**src/rtl/ppc_sum_ctl.sv**
```systemverilog
// Receive-side controller for the pipelined parallel-prefix adder: valid tracking, sum
// formation, credit-throttled result FIFO. Define PPC_SUM_OVF_EN to store signed overflow.
module ppc_sum_ctl #(
  parameter int unsigned LAT   = 6,
  parameter int unsigned DEPTH = 8,
  parameter int unsigned CW    = 4
) (
  input  logic            clk,
  input  logic            rst,
  input  logic            iss_valid,
  output logic            iss_ready,
  input  logic [255:0]    pp_y,
  input  logic [31:0]     pp_c,
  input  logic [31:0]     pp_d,
  output logic            out_valid,
  input  logic            out_ready,
  output logic [31:0]     out_sum,
  output logic            out_cout,
  output logic            out_ovf,
  output logic [CW-1:0]   credits
);

  localparam int unsigned PW = (DEPTH > 1) ? $clog2(DEPTH) : 1;
`ifdef PPC_SUM_OVF_EN
  localparam int unsigned EW = 34;
`else
  localparam int unsigned EW = 33;
`endif

  logic [LAT-1:0] vld_q, vld_d;
  logic [PW-1:0]  wr_ptr_q, wr_ptr_d, rd_ptr_q, rd_ptr_d;
  logic [CW-1:0]  count_q, count_d, inflight_q, inflight_d;
  logic           iss_ready_q, iss_ready_d;
  logic [EW-1:0]  mem_q [DEPTH];
  logic [EW-1:0]  entry, head;
  logic [31:0]    sum;
  logic           cout, fire, cap, pop, unused_y;
  logic [CW:0]    total_d;

  assign fire = iss_valid & iss_ready_q;
  assign cap  = vld_q[LAT-1];
  assign pop  = out_valid & out_ready;

  // Lane i bit0 is the group generate G[i:0], i.e. the carry into bit i+1.
  always_comb begin
    sum[0]   = pp_c[0] ^ pp_d[0];
    unused_y = 1'b0;
    for (int i = 1; i < 32; i++) begin
      sum[i] = pp_c[i] ^ pp_d[i] ^ pp_y[8*(i-1)];
    end
    for (int i = 0; i < 32; i++) begin
      unused_y = unused_y ^ (^pp_y[8*i+1 +: 7]);
    end
    cout = pp_y[8*31];
  end

`ifdef PPC_SUM_OVF_EN
  assign entry = {(pp_c[31] == pp_d[31]) & (sum[31] != pp_c[31]), cout, sum};
`else
  assign entry = {cout, sum};
`endif

  always_comb begin
    vld_d      = vld_q << 1;
    vld_d[0]   = fire;
    wr_ptr_d   = wr_ptr_q;
    rd_ptr_d   = rd_ptr_q;
    if (cap) wr_ptr_d = (wr_ptr_q == PW'(DEPTH - 1)) ? '0 : wr_ptr_q + PW'(1);
    if (pop) rd_ptr_d = (rd_ptr_q == PW'(DEPTH - 1)) ? '0 : rd_ptr_q + PW'(1);
    count_d    = count_q + CW'(cap) - CW'(pop);
    inflight_d = inflight_q + CW'(fire) - CW'(cap);
    // Next-state occupancy; a pop this cycle frees its slot for next cycle's issue.
    total_d     = {1'b0, inflight_d} + {1'b0, count_d};
    iss_ready_d = total_d < (CW+1)'(DEPTH);
  end

  always_ff @(posedge clk or negedge rst) begin
    if (!rst) begin
      vld_q       <= '0;
      wr_ptr_q    <= '0;
      rd_ptr_q    <= '0;
      count_q     <= '0;
      inflight_q  <= '0;
      iss_ready_q <= 1'b0;
      for (int i = 0; i < DEPTH; i++) mem_q[i] <= '0;
    end else begin
      vld_q       <= vld_d;
      wr_ptr_q    <= wr_ptr_d;
      rd_ptr_q    <= rd_ptr_d;
      count_q     <= count_d;
      inflight_q  <= inflight_d;
      iss_ready_q <= iss_ready_d;
      if (cap) mem_q[wr_ptr_q] <= entry;
    end
  end

  assign head      = mem_q[rd_ptr_q];
  assign iss_ready = iss_ready_q;
  assign out_valid = (count_q != '0);
  assign out_sum   = head[31:0];
  assign out_cout  = head[32];
`ifdef PPC_SUM_OVF_EN
  assign out_ovf   = head[33];
`else
  assign out_ovf   = 1'b0;
`endif
  assign credits   = CW'(DEPTH) - (inflight_q + count_q);

endmodule

```
**config.mk**
```make
export PLATFORM = sky130hd
export DESIGN_NAME = ppc_sum_ctl
export DESIGN_NICKNAME = d
export VERILOG_FILES = /design/src/rtl/ppc_sum_ctl.sv
export SDC_FILE = /design/constraint.sdc
export NUM_CORES = 1
export LEC_CHECK = 0
export CAP_MARGIN = 10
export CELL_PAD_IN_SITES_DETAIL_PLACEMENT = 0
export CELL_PAD_IN_SITES_GLOBAL_PLACEMENT = 1
export CORE_MARGIN = 2
export CORE_UTILIZATION = 40
export DETAILED_ROUTE_END_ITERATION = 10
export PLACE_DENSITY = 0.89
export SLEW_MARGIN = 20
export SYNTH_ARGS = -nofsm -noshare
export SYNTH_HDL_FRONTEND = slang
export SYNTH_SLANG_ARGS = --single-unit
```
**constraint.sdc**
```tcl
create_clock -name clk -period 8.5 [get_ports clk]
set_clock_uncertainty 0.1 [all_clocks]
set_input_delay 0.85 -clock clk [delete_from_list [all_inputs] [get_ports clk]]
set_output_delay 0.85 -clock clk [all_outputs]
set_load 0.005 [all_outputs]
```
==> results.sh <==
export IMPL_status="complete, no violations"
export IMPL_grt_setup_unrepaired="no"
export IMPL_rr_startpoint="count_q[2]"
export IMPL_ys_async_sr_fraction_pct=100.0
export IMPL_grt_pass1_wl_um=46080
export IMPL_ctsLongestPathBuffers=3
export IMPL_via_per_inst=5.146
export IMPL_area_growth_syn_to_layout_pct=21.31
export IMPL_crit_fanout=47
export IMPL_cts_setup_buffers=0
export IMPL_switching_power_uw=1886
export IMPL_fin_crit_ns=4.460
export IMPL_gr_total_overflow=0
export IMPL_gp_congestion=0.7381
export IMPL_cts_made_buffers=30
export IMPL_drc=0
export IMPL_track_usage_pct=17.13
export IMPL_clkPwrFrac_pct=22.9
export IMPL_cts_tree="yes"
export IMPL_crit_path_start_kind="flop"
export IMPL_cts_repair_resize_count=0
export IMPL_hold_violations=0
export IMPL_muxShareOfSynthArea_pct=15.64
export IMPL_yosys_register_bits=285
export IMPL_grt_antenna_before_repair=0
export IMPL_place_inst=1591
export IMPL_cts_hold_buf=0
export IMPL_cp_required_ns=7.55
export IMPL_synth_simple_gate_area_share_pct=8.256
export IMPL_die_height_um=183.5
export IMPL_clkSinkCount=285
export IMPL_wirelength_um=27890
export IMPL_hold_class="input port to async pin"
export IMPL_ff2ff_path_depth=12
export IMPL_path_clk_slew_ns=0.06
export IMPL_htreeDepth=1
export IMPL_io_buffer_count=138
export IMPL_die_area_um2=33660
export IMPL_seq_power_share_pct=39.8
export IMPL_antenna_cells=0
export IMPL_powerDensity_nw_per_um2=387.6
export IMPL_cts_root_buf="clkbuf_16"
export IMPL_syn_area_um2=12880
export IMPL_internal_power_uw=4171
export IMPL_critPathArrivalTime_ns=3.51
export IMPL_final_nets=1568
export IMPL_dpl_hpwl_um=16190
export IMPL_synth_nets=1466
export IMPL_synth_xor_area_share_pct=4.827
export IMPL_drt_iter0_drc=396
export IMPL_fin_cells=1647
export IMPL_synth_top_family_by_area="multiplexers"
export IMPL_yosysTopAreaCell="dfrtp_1"
export IMPL_vias=8476
export IMPL_fp_row_count=65
export IMPL_relSlewSlack_pct=26.79
export IMPL_rr_endpoint="iss_ready"
export IMPL_setup_viol=0
export IMPL_synthCells=1119
export IMPL_drive_gt1_share_pct=14.78
export IMPL_ios=364
export IMPL_ys_flop_type="dfrtp_1"
export IMPL_clock_fmax_mhz=224.2
export IMPL_ys_seq_area_share_pct=55.36
export IMPL_p_leak_uw=0.006927
export IMPL_tightest_slew_ns=1.098
export IMPL_core_area_um2=31640
export IMPL_clock_latency_ns=0.54
export IMPL_drv_cap=0
export IMPL_post_synth_fa_ha_maj_area_fraction_pct=2.409
export IMPL_finalMaxSlewViolations=0
export IMPL_synth_top_cells_by_area="dfrtp_1 (55%), mux4_2 (12%), o21ai_0 (8.8%)"
export IMPL_grt_max_degree=99
export IMPL_synth_top_area_share_pct=55.36
export IMPL_power_switching_share_pct=31.13
export IMPL_synth_warning_count=0
export IMPL_die_w_um=183.5
export IMPL_wire_per_inst_um=16.93
export IMPL_synth_compound_area_share_pct=10.28
export IMPL_grt_pass1_vias=8689
export IMPL_initial_core_util_pct=40.72
export IMPL_critPathKind="flop to output port"
export IMPL_ir_drop_v=0.0004376
export IMPL_crit_path_end_kind="output port"
export IMPL_setup_tns_ns=0
export IMPL_synth_cell_types=30
export IMPL_synth_most_common_cell="dfrtp_1"
export IMPL_power_frac_comb_pct=37.2
export IMPL_ff2ff_setup_slack_ns=4.90
export IMPL_synth_avg_cell_area_um2=11.51
export IMPL_synth_edff_count=0
export IMPL_synth_common_cells="dfrtp_1 (285), nand2_1 (258), o21ai_0 (226), mux4_2 (66), clkbuf_1 (47)"
export IMPL_period_share_pct=52.47
export IMPL_firstDrtPassIters=4
export IMPL_ant_nets=0
-- power by group through the flow --
| stage | Clock (uW) | Sequential, uW | Combinational (uW) |
|---|---|---|---|
| after floorplan | 0 | 2170 | 1600 |
| after global placement | 0 | 2400 | 2220 |
| after detailed placement | 0 | 2440 | 2270 |
| after CTS | 1420 | 2420 | 2310 |
| after global routing | 1480 | 2500 | 2530 |
| final | 1390 | 2410 | 2250 |
-- per-layer routing --
| layer | share of wire, % | wire length (um) | global-route usage [%] |
|---|---|---|---|
| met1 | 45 | 12610 | 23.95 |
| met2 | 49 | 13550 | 28.71 |
| met3 | 4.3 | 1189 | 2.040 |
| met4 | 1.9 | 531 | 4.224 |
| met5 | 0 | 0 | 0 |
-- through the flow --
| stage | hold WS, ns | util (%) | cell area, um^2 | total power (uW) | setup WS [ns] |
|---|---|---|---|---|---|
| 6_report | 0.2412 | 49.40 | 15630 | 6057 | 4.040 |
| 3_5_place_dp | 0.2357 | 46.02 | 14560 | 4708 | 4.509 |
| 2_1_floorplan | 0.2312 | - | 12880 | 3770 | 5.290 |
| 4_1_cts | 0.2523 | 49.40 | 15630 | 6145 | 3.917 |
| 5_1_grt | 0.2605 | 49.40 | 15630 | 6507 | 3.818 |
| 3_3_place_gp | 0.2370 | 46.02 | 14560 | 4616 | 4.518 |
-- kinds of logic after synthesis --
group / after synthesis
compound gates: 262
simple gates: 269
mux: 113
flops: 285
other cells: 1
xor+xnor: 71
buf+inv: 95
fa+ha+maj: 23
-- worst max-delay path: stages, from the launching register on --
cell,delay (ns)
dfrtp_4,0.71
buf_4,0.85
mux4_2,0.61
mux2_2,0.32
clkdlybuf4s50_1,0.46
-- cells in the final DEF (no fill, tap or decap), drive strengths merged, types with 12 or more instances in the layout --
cell type and instances:
xnor2 36, inv 18, clkinv 12, mux2 46, xor2 35, clkdlybuf4s50 137
clkbuf 38, dfrtp 285, ha 20, nand2 258, mux4 66, o21ai 256
-- state kept, by name, summed over array words and instances (netlist names) --
name	count
vld_q	6
count_q	4
inflight_q	4
mem_q	264
rd_ptr_q	3
iss_ready	1
wr_ptr_q	3
-- worst max-delay path by stage --
| stage | from | to | depth (start not counted) |
|---|---|---|---|
| after floorplan | count_q[2] | iss_ready | 12 |
| after global placement | rd_ptr_q[1] | out_sum[2] | 4 |
| after detailed placement | rd_ptr_q[1] | out_sum[26] | 4 |
| after CTS | rd_ptr_q[1] | out_sum[26] | 4 |
| after global routing | rd_ptr_q[1] | out_sum[26] | 4 |
| final | rd_ptr_q[1] | out_sum[26] | 4 |
-- area by class of cell --
type / instances / area [um^2]
Timing Repair Buffer: 148 / 1461
Fill cell: 2748 / 16010
Clock buffer: 38 / 842.1
Sequential cell: 285 / 7141
Clock inverter: 18 / 226.5
Inverter: 17 / 63.81
Multi-Input combinational cell: 739 / 5390
Tap cell: 402 / 503.0
Note: power is estimated with default switching activity, not from simulation.
